===== config.mk =====
export PLATFORM = sky130hd
export DESIGN_NAME = riscv_if
export DESIGN_NICKNAME = d
export VERILOG_FILES = /design/src/rtl/riscv_if.sv
export SDC_FILE = /design/constraint.sdc
export NUM_CORES = 1
export LEC_CHECK = 0
export ABC_AREA = 1
export BUFFER_PORTS_ARGS = -buffer_cell sky130_fd_sc_hd__buf_4
export CORE_MARGIN = 5
export CORE_UTILIZATION = 57
export DETAILED_ROUTE_END_ITERATION = 7
export GPL_ROUTABILITY_DRIVEN = 0
export PLACE_DENSITY = 0.87
export SLEW_MARGIN = 20
export SYNTH_ARGS = -nofsm -noshare
export SYNTH_HDL_FRONTEND = slang
export SYNTH_SLANG_ARGS = --single-unit

===== constraint.sdc =====
create_clock -name clk -period 6.41 [get_ports clk]
set_clock_uncertainty 0.1 [all_clocks]
set_input_delay 1.282 -clock clk [delete_from_list [all_inputs] [get_ports clk]]
set_output_delay 1.282 -clock clk [all_outputs]
set_load 0.03 [all_outputs]

===== src/rtl/riscv_if.sv =====
// riscv_if: instruction fetch stage feeding riscv_id.
// Issues word fetches, queues in-order responses, flushes on redirect.
module riscv_if #(
    parameter logic [31:0] RESET_PC = 32'h0000_0000,
    parameter int          DEPTH    = 2
) (
    input  logic        clk,
    input  logic        rst,
    output logic        mem_req,
    output logic [31:0] mem_addr,
    input  logic        mem_ready,
    input  logic        mem_rvalid,
    input  logic [31:0] mem_rdata,
    input  logic        redirect,
    input  logic [31:0] redirect_pc,
    input  logic        id_ready,
    output logic        valid,
    output logic [31:0] instruction,
    output logic [31:0] pc,
    output logic        exception
);

    localparam int CW = $clog2(DEPTH + 1);
    localparam int PW = $clog2(DEPTH);

    localparam logic [1:0] S_FETCH = 2'd0;
    localparam logic [1:0] S_TRAP  = 2'd1;
    localparam logic [1:0] S_HALT  = 2'd2;

    localparam logic [31:0] NOP     = 32'h0000_0013;
    localparam logic [CW:0] DEPTH_W = (CW + 1)'(DEPTH);

    logic [1:0]    state_q, state_d;
    logic [31:0]   fetch_pc_q, fetch_pc_d;
    logic [31:0]   resp_pc_q, resp_pc_d;
    logic [31:0]   trap_pc_q, trap_pc_d;
    logic [CW-1:0] out_q, out_d;
    logic [CW-1:0] disc_q, disc_d;
    logic [CW-1:0] count_q, count_d;
    logic [PW-1:0] head_q, head_d;
    logic [PW-1:0] tail_q, tail_d;

    logic [31:0] word_q [0:DEPTH-1];
    logic [31:0] qpc_q  [0:DEPTH-1];

    logic is_fetch;
    logic is_trap;
    logic head_ok;
    logic pop;
    logic accept;
    logic push;
    logic [CW:0] level;
    logic [CW:0] limit;

    function automatic logic [PW-1:0] ptr_inc(input logic [PW-1:0] p);
        if (p == PW'(DEPTH - 1)) begin
            return '0;
        end
        return p + PW'(1);
    endfunction

    assign is_fetch = (state_q == S_FETCH);
    assign is_trap  = (state_q == S_TRAP);
    assign head_ok  = is_fetch && (count_q != '0);

    assign valid     = head_ok || is_trap;
    assign exception = is_trap;
    assign pop       = valid && id_ready;

    assign level = {1'b0, out_q} + {1'b0, count_q};
    assign limit = DEPTH_W + (CW + 1)'(pop);

    assign mem_req  = is_fetch && !rst && !redirect && (level < limit);
    assign mem_addr = fetch_pc_q;
    assign accept   = mem_req && mem_ready;
    assign push     = mem_rvalid && (disc_q == '0) && is_fetch && !redirect;

    // Output mux: trap marker, queue head, or zero when idle.
    always_comb begin
        instruction = '0;
        pc          = '0;
        if (is_trap) begin
            instruction = NOP;
            pc          = trap_pc_q;
        end else if (head_ok) begin
            instruction = word_q[head_q];
            pc          = qpc_q[head_q];
        end
    end

    // Next-state logic; a redirect overrides pop, response and accept.
    always_comb begin
        state_d    = state_q;
        fetch_pc_d = fetch_pc_q;
        resp_pc_d  = resp_pc_q;
        trap_pc_d  = trap_pc_q;
        out_d      = out_q + CW'(accept) - CW'(mem_rvalid);
        disc_d     = disc_q;
        count_d    = count_q;
        head_d     = head_q;
        tail_d     = tail_q;
        if (redirect) begin
            count_d    = '0;
            head_d     = '0;
            tail_d     = '0;
            fetch_pc_d = {redirect_pc[31:2], 2'b00};
            resp_pc_d  = {redirect_pc[31:2], 2'b00};
            disc_d     = out_q - CW'(mem_rvalid);
            if (redirect_pc[1:0] == 2'b00) begin
                state_d = S_FETCH;
            end else begin
                state_d   = S_TRAP;
                trap_pc_d = redirect_pc;
            end
        end else begin
            if (accept) begin
                fetch_pc_d = fetch_pc_q + 32'd4;
            end
            if (mem_rvalid && (disc_q != '0)) begin
                disc_d = disc_q - CW'(1);
            end
            if (push) begin
                resp_pc_d = resp_pc_q + 32'd4;
                tail_d    = ptr_inc(tail_q);
            end
            if (pop && is_fetch) begin
                head_d = ptr_inc(head_q);
            end
            count_d = count_q + CW'(push) - CW'(pop && is_fetch);
            if (pop && is_trap) begin
                state_d = S_HALT;
            end
        end
    end

    // Control state registers with synchronous reset.
    always_ff @(posedge clk) begin
        if (rst) begin
            state_q    <= S_FETCH;
            fetch_pc_q <= RESET_PC;
            resp_pc_q  <= RESET_PC;
            trap_pc_q  <= '0;
            out_q      <= '0;
            disc_q     <= '0;
            count_q    <= '0;
            head_q     <= '0;
            tail_q     <= '0;
        end else begin
            state_q    <= state_d;
            fetch_pc_q <= fetch_pc_d;
            resp_pc_q  <= resp_pc_d;
            trap_pc_q  <= trap_pc_d;
            out_q      <= out_d;
            disc_q     <= disc_d;
            count_q    <= count_d;
            head_q     <= head_d;
            tail_q     <= tail_d;
        end
    end

    // Queue storage; contents are only read while count is non-zero.
    always_ff @(posedge clk) begin
        if (push) begin
            word_q[tail_q] <= mem_rdata;
            qpc_q[tail_q]  <= resp_pc_q;
        end
    end

endmodule

== After elaboration in Yosys (flattened, before gate mapping) ==
Memory sizes are Yosys's and may differ from the RTL's. A register that Yosys moved wholly into a read port is not among the register bits.
Index checks and enable logic that the tools add are counted.
Word-level totals
  memories kept: 2
  logic and storage cells: 83
  memory bits (writable): 128
  register bits: 106
Operators by class
  $lt $le $gt $ge: 1
  equality and inequality tests: 1
  add/subtract/negate cells: 12
  muxes and demuxes: 29
  bitwise gates (word level): 1
  reduce and logical (&&, ||, !) cells: 26
Memory list
  qpc_q: depth 2, width 32, rd ports 1, clocked after Yosys merged registers in 1, wr ports 1, RTL line 44  | logic [31:0] qpc_q [0:DEPTH-1];
  word_q: depth 2, width 32, rd ports 1, clocked after Yosys merged registers in 1, wr ports 1, RTL line 43  | logic [31:0] word_q [0:DEPTH-1];
Operators by type and width (number)
  2-to-1 mux 32 bit: 8
  adder 32 x 3 -> 32 bit, second input constant: 2
  2-to-1 mux 1 bit: 17
  logical AND 1 bit: 12
  nonzero test 2 bit: 6
  2-to-1 mux 2 bit: 4
  logical NOT 2 bit: 3
  subtractor 2 x 1 -> 2 bit: 3
  adder 2 x 1 -> 2 bit: 2
  adder 2 x 1 -> 3 bit, first input constant: 1
  adder 2 x 2 -> 3 bit: 1
  < comparator 3 bit: 1
  adder 1 bit, second input constant: 2
  == test 2 x 1 -> 1 bit, second input constant: 1
  logical NOT 1 bit: 2
  AND reduction 2 bit: 1
  OR reduction 2 bit: 1
  subtractor 2 x 1 -> 2 bit, second input constant: 1
  logical OR 1 bit: 1
  NOT 1 bit: 1

== Depth between registers and ports, before layout ==
Gate-level depths: netlist of run 1.
  depth in word-level cells: 10
  depth in mapped cells: 14
  depth with buffers taken out: 13

== Worst setup path after synthesis of run 1 ==
Ideal clock, no wire load.
  path type: input to register
  start: input port redirect
  end: memory qpc_q[0][10] (enable)
  stages: 4
  data arrival time: 4.390 ns
  data required time: 5.826 ns
  slack: 1.436 ns
  cell sequence: buf_2 > nor2_2 > inv_2 > nor2_1
On the way
  word-level cells in the longest chain between the ends: 4
RTL lines
  from (decl): RTL line 14  | input logic redirect,
  logical NOT 1 bit: RTL line 76  | assign push = mem_rvalid && (disc_q == '0) && is_fetch && !redirect;
  logical AND 1 bit: RTL line 76
  2-to-1 mux 1 bit: RTL line 163  | if (push) begin
  2-to-1 mux 1 bit (not written as such): RTL line 165  | qpc_q[tail_q] <= resp_pc_q;
  to (decl): RTL line 44
Every way passes these cells.

==> results_dict.tcl, run 1 <==
set metrics [dict create \
    status "finished clean" \
    antenna_found_initial 0 \
    synth-seq-cells 227 \
    fmax_mhz 237 \
    clockBufferDepth 3 \
    area_growth_pct 19.6 \
    cts_buffers 23 \
    required_ns 5.03 \
    maxCapViolCount 0 \
    syn_area_um2 10600 \
    io_buffers 166 \
    worst_pin_slew_ns 1.13 \
    leakagePower_nw 5.12 \
    layout-drive-gt1-share_pct 16.5 \
    die_x_um 146 \
    grtUsageTotal_pct 25.5 \
    period_share_pct 65.8 \
    critPathLaunchType "flip-flop" \
    fin_setup_tns_ns 0 \
    antenna_cells 0 \
    die_y_um 146 \
    core_um2 18500 \
    slew_violations 0 \
    hpwl_mm 18.9 \
    hold_path.class "reg -> reg" \
    synth_cell_types 40 \
    hp-start "trap_pc_q[25]$_SDFFE_PP0P_" \
    rows 50 \
    cp-end-kind "primary output" \
    drc 0 \
    finalCriticalPeriod_ns 4.22 \
    r2r_start "disc_q[0]$_SDFFE_PP0P_" \
    setup_viol_count_final 0 \
    finalHoldViolations 0 \
    initial_core_util_pct 57.3 \
    dp.cells 1636 \
    vias_per_cell 5.60 \
    critPathKind "reg -> out" \
    rsz0062_at_grt "false" \
    drt_wl_total_mm 28.2 \
    vias 9399 \
    yosysWarnings 0 \
    yosysMostFrequentCell "nand2_1" \
    antenna_left 0 \
    cts_setup_buffers 0 \
    peakVddDrop_uv 167 \
    synth_area_leaders "edfxtp_1 (35%), dfxtp_1 (19%), nand2_1 (14%), nor2_1 (5.8%), a21oi_1 (5.0%)" \
    hold_buffers 0 \
    cts_tree "built" \
    dr.pass1.iters 6 \
    powerDensity_nw_per_um2 263 \
    crit_fanout 63 \
    synthCells 1285 \
    finish.net_count 1507 \
    die_area_um2 21500 \
    overflow 0 \
    synth_largest_area_cell "edfxtp_1" \
    io_pins 169 \
    ys.flop_type "edfxtp_1" \
    slew_headroom_pct 24.8 \
    synth-seq-area-share_pct 54.5 \
    synth.avg_cell_area_um2 8.26 \
    routedWlPerCell_um 16.8 \
    grt_pass1_wl_mm 45.3 \
    htreeDepth 1 \
    ys_async_sr_fraction_pct 0 \
    ys_top_cells_by_count "nand2_1 (409), nor2_1 (164), edfxtp_1 (124), a21oi_1 (107), dfxtp_1 (103)" \
    grt_max_degree 82 \
    clk_pin_slew_ns 0.06 \
    ctsResizeCount 0 \
    initialDrtViolationCount 860 \
    worstPathArrival_ns 2.84 \
    cts_sinks 227 \
    yosysTopAreaCellShare_pct 35.1 \
    synth_edf_count 124 \
    cts-root-buf "clkbuf_16" \
    insertion_delay_ns 0.50 \
    first_global_vias 8898 \
    finalNonFillerCells 1677 \
]
critical path, cell delays in order (launching register included):
cell and delay, ns:
dfxtp_2 0.31, buf_4 0.31, inv_2 0.87, nor2_1 0.13, o31ai_1 0.38, buf_4 0.25
cell type report:
type / count / area (µm²)
Inverter: 93 / 357
Clock buffer: 31 / 647
Clock inverter: 10 / 86.3
Multi-Input combinational cell: 910 / 4230
Sequential cell: 227 / 5790
Fill cell: 1386 / 5820
Timing Repair Buffer: 172 / 1290
Tap cell: 234 / 293
state kept, by name (all words and copies together), names as in the netlist, named ones only:
| name | cells |
|---|---|
| count_q | 2 |
| disc_q | 2 |
| head_q | 1 |
| mem_addr | 30 |
| out_q | 2 |
| qpc_q | 60 |
| resp_pc_q | 30 |
| state_q | 2 |
| tail_q | 1 |
| trap_pc_q | 32 |
| word_q | 64 |
where the power goes:
part	switching (mW)	leakage (nW)	internal (mW)	total (mW)
logic	0.253	2.78	0.132	0.385
clock network	0.549	0.365	0.753	1.30
registers	0.0556	1.98	1.60	1.66
total	0.858	5.12	2.48	3.34
through the flow:
step / hold WS, ns / instance area [µm²] / util, % / power [mW] / setup slack (ns)
5_1_grt: 0.376 / 12700 / 68.6 / 3.46 / 2.01
6_report: 0.361 / 12700 / 68.6 / 3.34 / 2.19
3_5_place_dp: 0.352 / 12000 / 64.6 / 2.06 / 2.06
4_1_cts: 0.361 / 12700 / 68.6 / 3.35 / 2.17
2_1_floorplan: 0.339 / 10600 / - / 1.91 / 1.44
3_3_place_gp: 0.348 / 12000 / 64.6 / 2.05 / 2.12
per-layer routing:
layer	wire length [µm]	track usage, %
met1	11600	34.8
met5	0	0
met4	629	7.38
met2	13100	41.4
met3	2930	5.21
cell usage in the layout (no fill, tap or decap), types with 20 or more instances in the layout:
master,count
a21oi_1,107
buf_4,172
clkbuf_16,24
dfxtp_1,102
edfxtp_1,124
inv_1,87
nand2_1,409
nand3_1,48
nor2_1,162
o21ai_0,38
o31ai_1,33
xor2_1,20
final timing paths:
kind / endpoint / slack [ns] / cells past startpoint
min: trap_pc_q[25]$_SDFFE_PP0P_ / 0.36 / 2
min reg2reg: trap_pc_q[25]$_SDFFE_PP0P_ / 0.36 / 2
max: pc[19] / 2.19 / 5
max reg2reg: word_q[1][26]$_DFFE_PP_ / 2.83 / 7
cells by family (layout without fill, tap and decap cells):
logic type                 Yosys count  in the layout  share of synthesized area (%)
adders and majority gates           10             10                           1.25
other                                1              2                         0.0353
DFF                                227            227                           54.5
buffers and inverters              149            306                           5.78
and+or+nand+nor                    671            671                           25.8
AOI/OAI and AO/OA                  202            202                           10.6
xor gates and xnor gates            25             25                           2.06
No activity file was read; power rests on OpenSTA's default activity.
==> run 2, diff against run 1 <==
--- a/config.mk
+++ b/config.mk
@@ -8,10 +8,10 @@
 export ABC_AREA = 1
 export BUFFER_PORTS_ARGS = -buffer_cell sky130_fd_sc_hd__buf_4
 export CORE_MARGIN = 5
-export CORE_UTILIZATION = 57
+export CORE_UTILIZATION = 51
 export DETAILED_ROUTE_END_ITERATION = 7
 export GPL_ROUTABILITY_DRIVEN = 0
-export PLACE_DENSITY = 0.87
+export PLACE_DENSITY = 0.83
 export SLEW_MARGIN = 20
 export SYNTH_ARGS = -nofsm -noshare
 export SYNTH_HDL_FRONTEND = slang
==> constraint.sdc (replaced) <==
create_clock -name clk -period 3.7 [get_ports clk]
set_clock_uncertainty 0.1 [all_clocks]
set_input_delay 0.74 -clock clk [delete_from_list [all_inputs] [get_ports clk]]
set_output_delay 0.74 -clock clk [all_outputs]
set_load 0.03 [all_outputs]
==> run 2 against run 1 <==
  * Hold slack worse by 0.050 ns
  * Global-route usage is 2.6 points lower
  * Count of clock-buffer cells in the layout is 1 higher
  * Non-clock buffer count is 3 higher
  * Final cell count is 2.4% higher
  * Setup slack worse by 1.6 ns
  * Critical path depth stayed put
  * First-iteration DRC count is 8.7% lower
  * Final area is 1.2% higher
==> results_dict.tcl, run 2 (same netlist as run 1, synthesis figures left out) <==
set metrics [dict create \
    path_delay_family "buffers and inverters" \
    critPathKind "reg -> out" \
    required_ns 2.86 \
    slew_headroom_pct 23.1 \
    top_regs "word_q (64), qpc_q (60), trap_pc_q (32)" \
    cp.depth 5 \
    insertion_delay_ns 0.51 \
    finalHoldViolations 0 \
    top_register "word_q" \
    htreeDepth 1 \
    io_pins 169 \
    vias 9433 \
    crit_fanout 40 \
    powerDensity_nw_per_um2 464 \
    r2r_start "count_q[1]$_SDFF_PP0_" \
    initial_core_util_pct 52.1 \
    r2r_slack_ns 1.05 \
    fin_setup_tns_ns 0 \
    antenna_found_initial 0 \
    finalNonFillerCells 1717 \
    antenna_cells 0 \
    dr.pass1.iters 7 \
    reg2reg_depth 13 \
    vias_per_cell 5.49 \
    cts_sinks 227 \
    critPathLaunchType "flip-flop" \
    cts-root-buf "clkbuf_16" \
    die_y_um 154 \
    grt_max_degree 81 \
    critical-path-max-stage-delay_ns 0.57 \
    critPathBufInv 3 \
    layout-drive-gt1-share_pct 16.5 \
    grt_pass1_wl_mm 45.0 \
    cts_tree "built" \
    initialDrtViolationCount 785 \
    clk_pin_slew_ns 0.06 \
    dp.cells 1675 \
    cp-end-kind "primary output" \
    final_cell_mix "nand2_1 (409), buf_4 (173), nor2_1 (162), edfxtp_1 (124), a21oi_1 (107)" \
    final_common_cell "nand2_1" \
    routedWlPerCell_um 16.5 \
    core_um2 20400 \
    finalCriticalPeriod_ns 3.16 \
    critical_path.cell_chain "inv_2 -> buf_4 -> nand2_1 -> a21oi_1 -> buf_4" \
    cts_buffers 23 \
    slowest_stage "inv_2" \
    cts_setup_buffers 0 \
    first_global_vias 8962 \
    ctsResizeCount 0 \
    leakagePower_nw 5.16 \
    largest_reg_flops 64 \
    area_growth_pct 21.1 \
    hold_buffers 0 \
    fmax_mhz 317 \
    slew_violations 0 \
    worst_pin_slew_ns 1.15 \
    setup_viol_count_final 0 \
    drc 0 \
    period_share_pct 85.4 \
    hpwl_mm 19.0 \
    overflow 0 \
    die_area_um2 23800 \
    r2r-end "out_q[1]$_SDFF_PP0_" \
    die_x_um 154 \
    peakVddDrop_uv 258 \
    critical_path.most_common_cell "buf_4" \
    placed_area_um2 12100 \
    hold_path.class "in -> reg" \
    rsz0062_at_grt "false" \
    grtUsageTotal_pct 22.8 \
    drt_wl_total_mm 28.4 \
    finalInstanceArea_um2 12800 \
    rows 52 \
    worstPathArrival_ns 2.32 \
    crit_end "instruction[29]" \
    finish.net_count 1510 \
    antenna_left 0 \
    status "finished clean" \
    maxCapViolCount 0 \
    io_buffers 166 \
    clockBufferDepth 3 \
]
run 2: routing by layer:
layer  vias to the layer above  wire, µm  share of wire [%]  global-route usage (%)
met1                      4393     11400                 40                    30.5
li1                       4516         -                  -                       -
met3                        47      2750                9.7                    3.97
met5                         -         0                  0                       0
met2                       477     13500                 48                    38.3
met4                         0       687                2.4                    6.73
run 2: report_power, final:
group | internal, mW | switching [mW]
clock network | 1.49 | 0.935
registers | 2.77 | 0.0958
logic | 0.233 | 0.440
total | 4.50 | 1.47
run 2: how the worst min path moves through the flow:
stage | endpoint | cells past startpoint | slack [ns] | start
after CTS | word_q[0][19]$_DFFE_PP_ | 1 | 0.30 | mem_rdata[19]
after global placement | trap_pc_q[15]$_SDFFE_PP0P_ | 2 | 0.35 | trap_pc_q[15]$_SDFFE_PP0P_
after detailed placement | trap_pc_q[29]$_SDFFE_PP0P_ | 2 | 0.35 | trap_pc_q[29]$_SDFFE_PP0P_
final | word_q[0][1]$_DFFE_PP_ | 1 | 0.31 | mem_rdata[1]
after global routing | word_q[0][26]$_DFFE_PP_ | 1 | 0.30 | mem_rdata[26]
after floorplan | trap_pc_q[2]$_SDFFE_PP0P_ | 2 | 0.34 | trap_pc_q[2]$_SDFFE_PP0P_
run 2: cell type report:
type                    count  area (µm²)
flip-flops and latches    227        5790
clock inverters            10         154
fillers                  1646        7520
inverters                  93         357
multi-input cells         910        4230
repair buffers            175        1340
clock buffers              32         641
well taps                 270         338
run 2: metrics by stage:
stage	setup WS [ns]	hold WS [ns]	total power, mW	util [%]
after floorplan	0.319	0.339	3.32	-
after global placement	0.908	0.347	3.56	59.2
after detailed placement	0.886	0.353	3.58	59.2
after CTS	0.538	0.304	5.99	63.1
after global routing	0.388	0.299	6.18	63.1
final	0.542	0.311	5.97	63.1
==> run 3, diff against run 2 <==
==> constraint.sdc (replaced) <==
create_clock -name clk -period 3.7 [get_ports clk]
set_clock_uncertainty 0.1 [all_clocks]
set_input_delay 0.74 -clock clk [delete_from_list [all_inputs] [get_ports clk]]
set_output_delay 0.74 -clock clk [all_outputs]
set_load 0.005 [all_outputs]
==> run 3 against run 2 <==
  * Fmax up 1.7%
  * Hold slack got worse by 0.0023 ns
  * Critical endpoint is now instruction[12]
  * Sequential power about the same
  * First-iteration DRC count increased by 11%
  * Setup slack improved by 0.053 ns
  * Largest power group unchanged
  * Die area stayed put
  * Final cell count is the same
  * Register-to-register slack is essentially flat
  * Flip-flop and latch count did not move
  * Final area down 0.66%
  * Routed wire length grew 1.4%
  * Sequential share of layout area grew 0.30 points
==> results_dict.tcl, run 3 (same netlist as run 1, synthesis figures left out) <==
set metrics [dict create \
    status "finished clean" \
    cts-root-buf "clkbuf_16" \
    powerDensity_nw_per_um2 442 \
    r2r_start "count_q[1]$_SDFF_PP0_" \
    required_ns 2.86 \
    period_share_pct 83.9 \
    cts_setup_buffers 0 \
    vias_per_cell 5.47 \
    grt_busiest_layer "met2" \
    worstPathArrival_ns 2.26 \
    largest_reg_flops 64 \
    critPathLaunchType "flip-flop" \
    rsz0062_at_grt "false" \
    dr.pass1.iters 7 \
    hold_path.class "in -> reg" \
    final_cell_mix "nand2_1 (409), buf_4 (173), nor2_1 (162), edfxtp_1 (124), a21oi_1 (107)" \
    grt_pass1_wl_mm 45.7 \
    r2r-end "out_q[1]$_SDFF_PP0_" \
    die_y_um 154 \
    io_pins 169 \
    drc 0 \
    vias 9397 \
    grt_use_met2_pct 37.6 \
    finalHoldViolations 0 \
    antenna_found_initial 0 \
    slew_headroom_pct 30.9 \
    peakVddDrop_uv 256 \
    insertion_delay_ns 0.51 \
    ctsResizeCount 0 \
    clk_pin_slew_ns 0.06 \
    slew_violations 0 \
    cp-end-kind "primary output" \
    setup_ws_ns 0.595 \
    gr-usage-met1_pct 32.6 \
    initialDrtViolationCount 868 \
    grt_use_met3_pct 3.10 \
    io_buffers 166 \
    fin_setup_tns_ns 0 \
    cts_sinks 227 \
    core_um2 20400 \
    hold_buffers 0 \
    finish.net_count 1510 \
    final_common_cell "nand2_1" \
    top_register "word_q" \
    first_global_vias 8920 \
    crit_end "instruction[12]" \
    reg2reg_depth 13 \
    htreeDepth 1 \
    die_area_um2 23800 \
    die_x_um 154 \
    rows 52 \
    worst_pin_slew_ns 1.03 \
    drt_wl_total_mm 28.8 \
    routedWlPerCell_um 16.8 \
    initial_core_util_pct 52.1 \
    hpwl_mm 19.2 \
    top_regs "word_q (64), qpc_q (60), trap_pc_q (32)" \
    clockBufferDepth 3 \
    crit_fanout 41 \
    finalPower_mw 5.64 \
    fmax_mhz 322 \
    grtUsageTotal_pct 23.3 \
    grt_max_degree 81 \
    dp_slack_ns 0.846 \
    hp-start "mem_rdata[26]" \
    overflow 0 \
    antenna_cells 0 \
    leakagePower_nw 5.13 \
    r2r_slack_ns 1.05 \
    cts_tree "built" \
    critPathKind "reg -> out" \
    layout-drive-gt1-share_pct 16.7 \
    cts_buffers 23 \
    antenna_left 0 \
    setup_viol_count_final 0 \
    whs_ns 0.309 \
    maxCapViolCount 0 \
    area_growth_pct 20.3 \
    finalCriticalPeriod_ns 3.10 \
]
[run 3: area by class of cell]
| cell class | count | area (µm²) |
|---|---|---|
| Tap cell | 270 | 338 |
| Timing Repair Buffer | 175 | 1340 |
| Fill cell | 1647 | 7600 |
| Multi-Input combinational cell | 910 | 4230 |
| Inverter | 93 | 357 |
| Sequential cell | 227 | 5790 |
| Clock buffer | 27 | 601 |
| Clock inverter | 15 | 109 |
[run 3: report_power, final]
part	total (mW)	leakage, nW	internal (mW)	switching [mW]
Clock	2.20	0.350	1.24	0.963
Sequential	2.87	1.98	2.77	0.0963
Combinational	0.575	2.80	0.229	0.346
Total	5.64	5.13	4.24	1.41
[run 3: worst max-delay path, cell delays in order, from the launching register on]
cell	delay, ns
dfxtp_2	0.32
inv_2	0.58
buf_4	0.39
nand2_1	0.09
a21oi_1	0.19
buf_4	0.16
[run 3: worst min-delay path by stage]
stage,end,cells after the start
finish,word_q[0][26]$_DFFE_PP_,1
global route,word_q[0][26]$_DFFE_PP_,1
CTS,word_q[0][26]$_DFFE_PP_,1
detailed placement,trap_pc_q[6]$_SDFFE_PP0P_,2
global placement,trap_pc_q[14]$_SDFFE_PP0P_,2
floorplan,trap_pc_q[2]$_SDFFE_PP0P_,2
[run 3: metrics by stage]
stage          cell area [µm²]  cells  utilization [%]
6_report                 12800   1717             62.7
3_3_place_gp             12100   1675             59.2
3_5_place_dp             12100   1675             59.2
5_1_grt                  12800   1717             62.7
2_1_floorplan            10600   1286                -
4_1_cts                  12800   1717             62.7
[run 3: metal layers]
layer,share of wire (%),up-vias
li1,-,4506
met2,46,496
met1,41,4326
met4,3.1,0
met3,9.5,69
met5,0,-
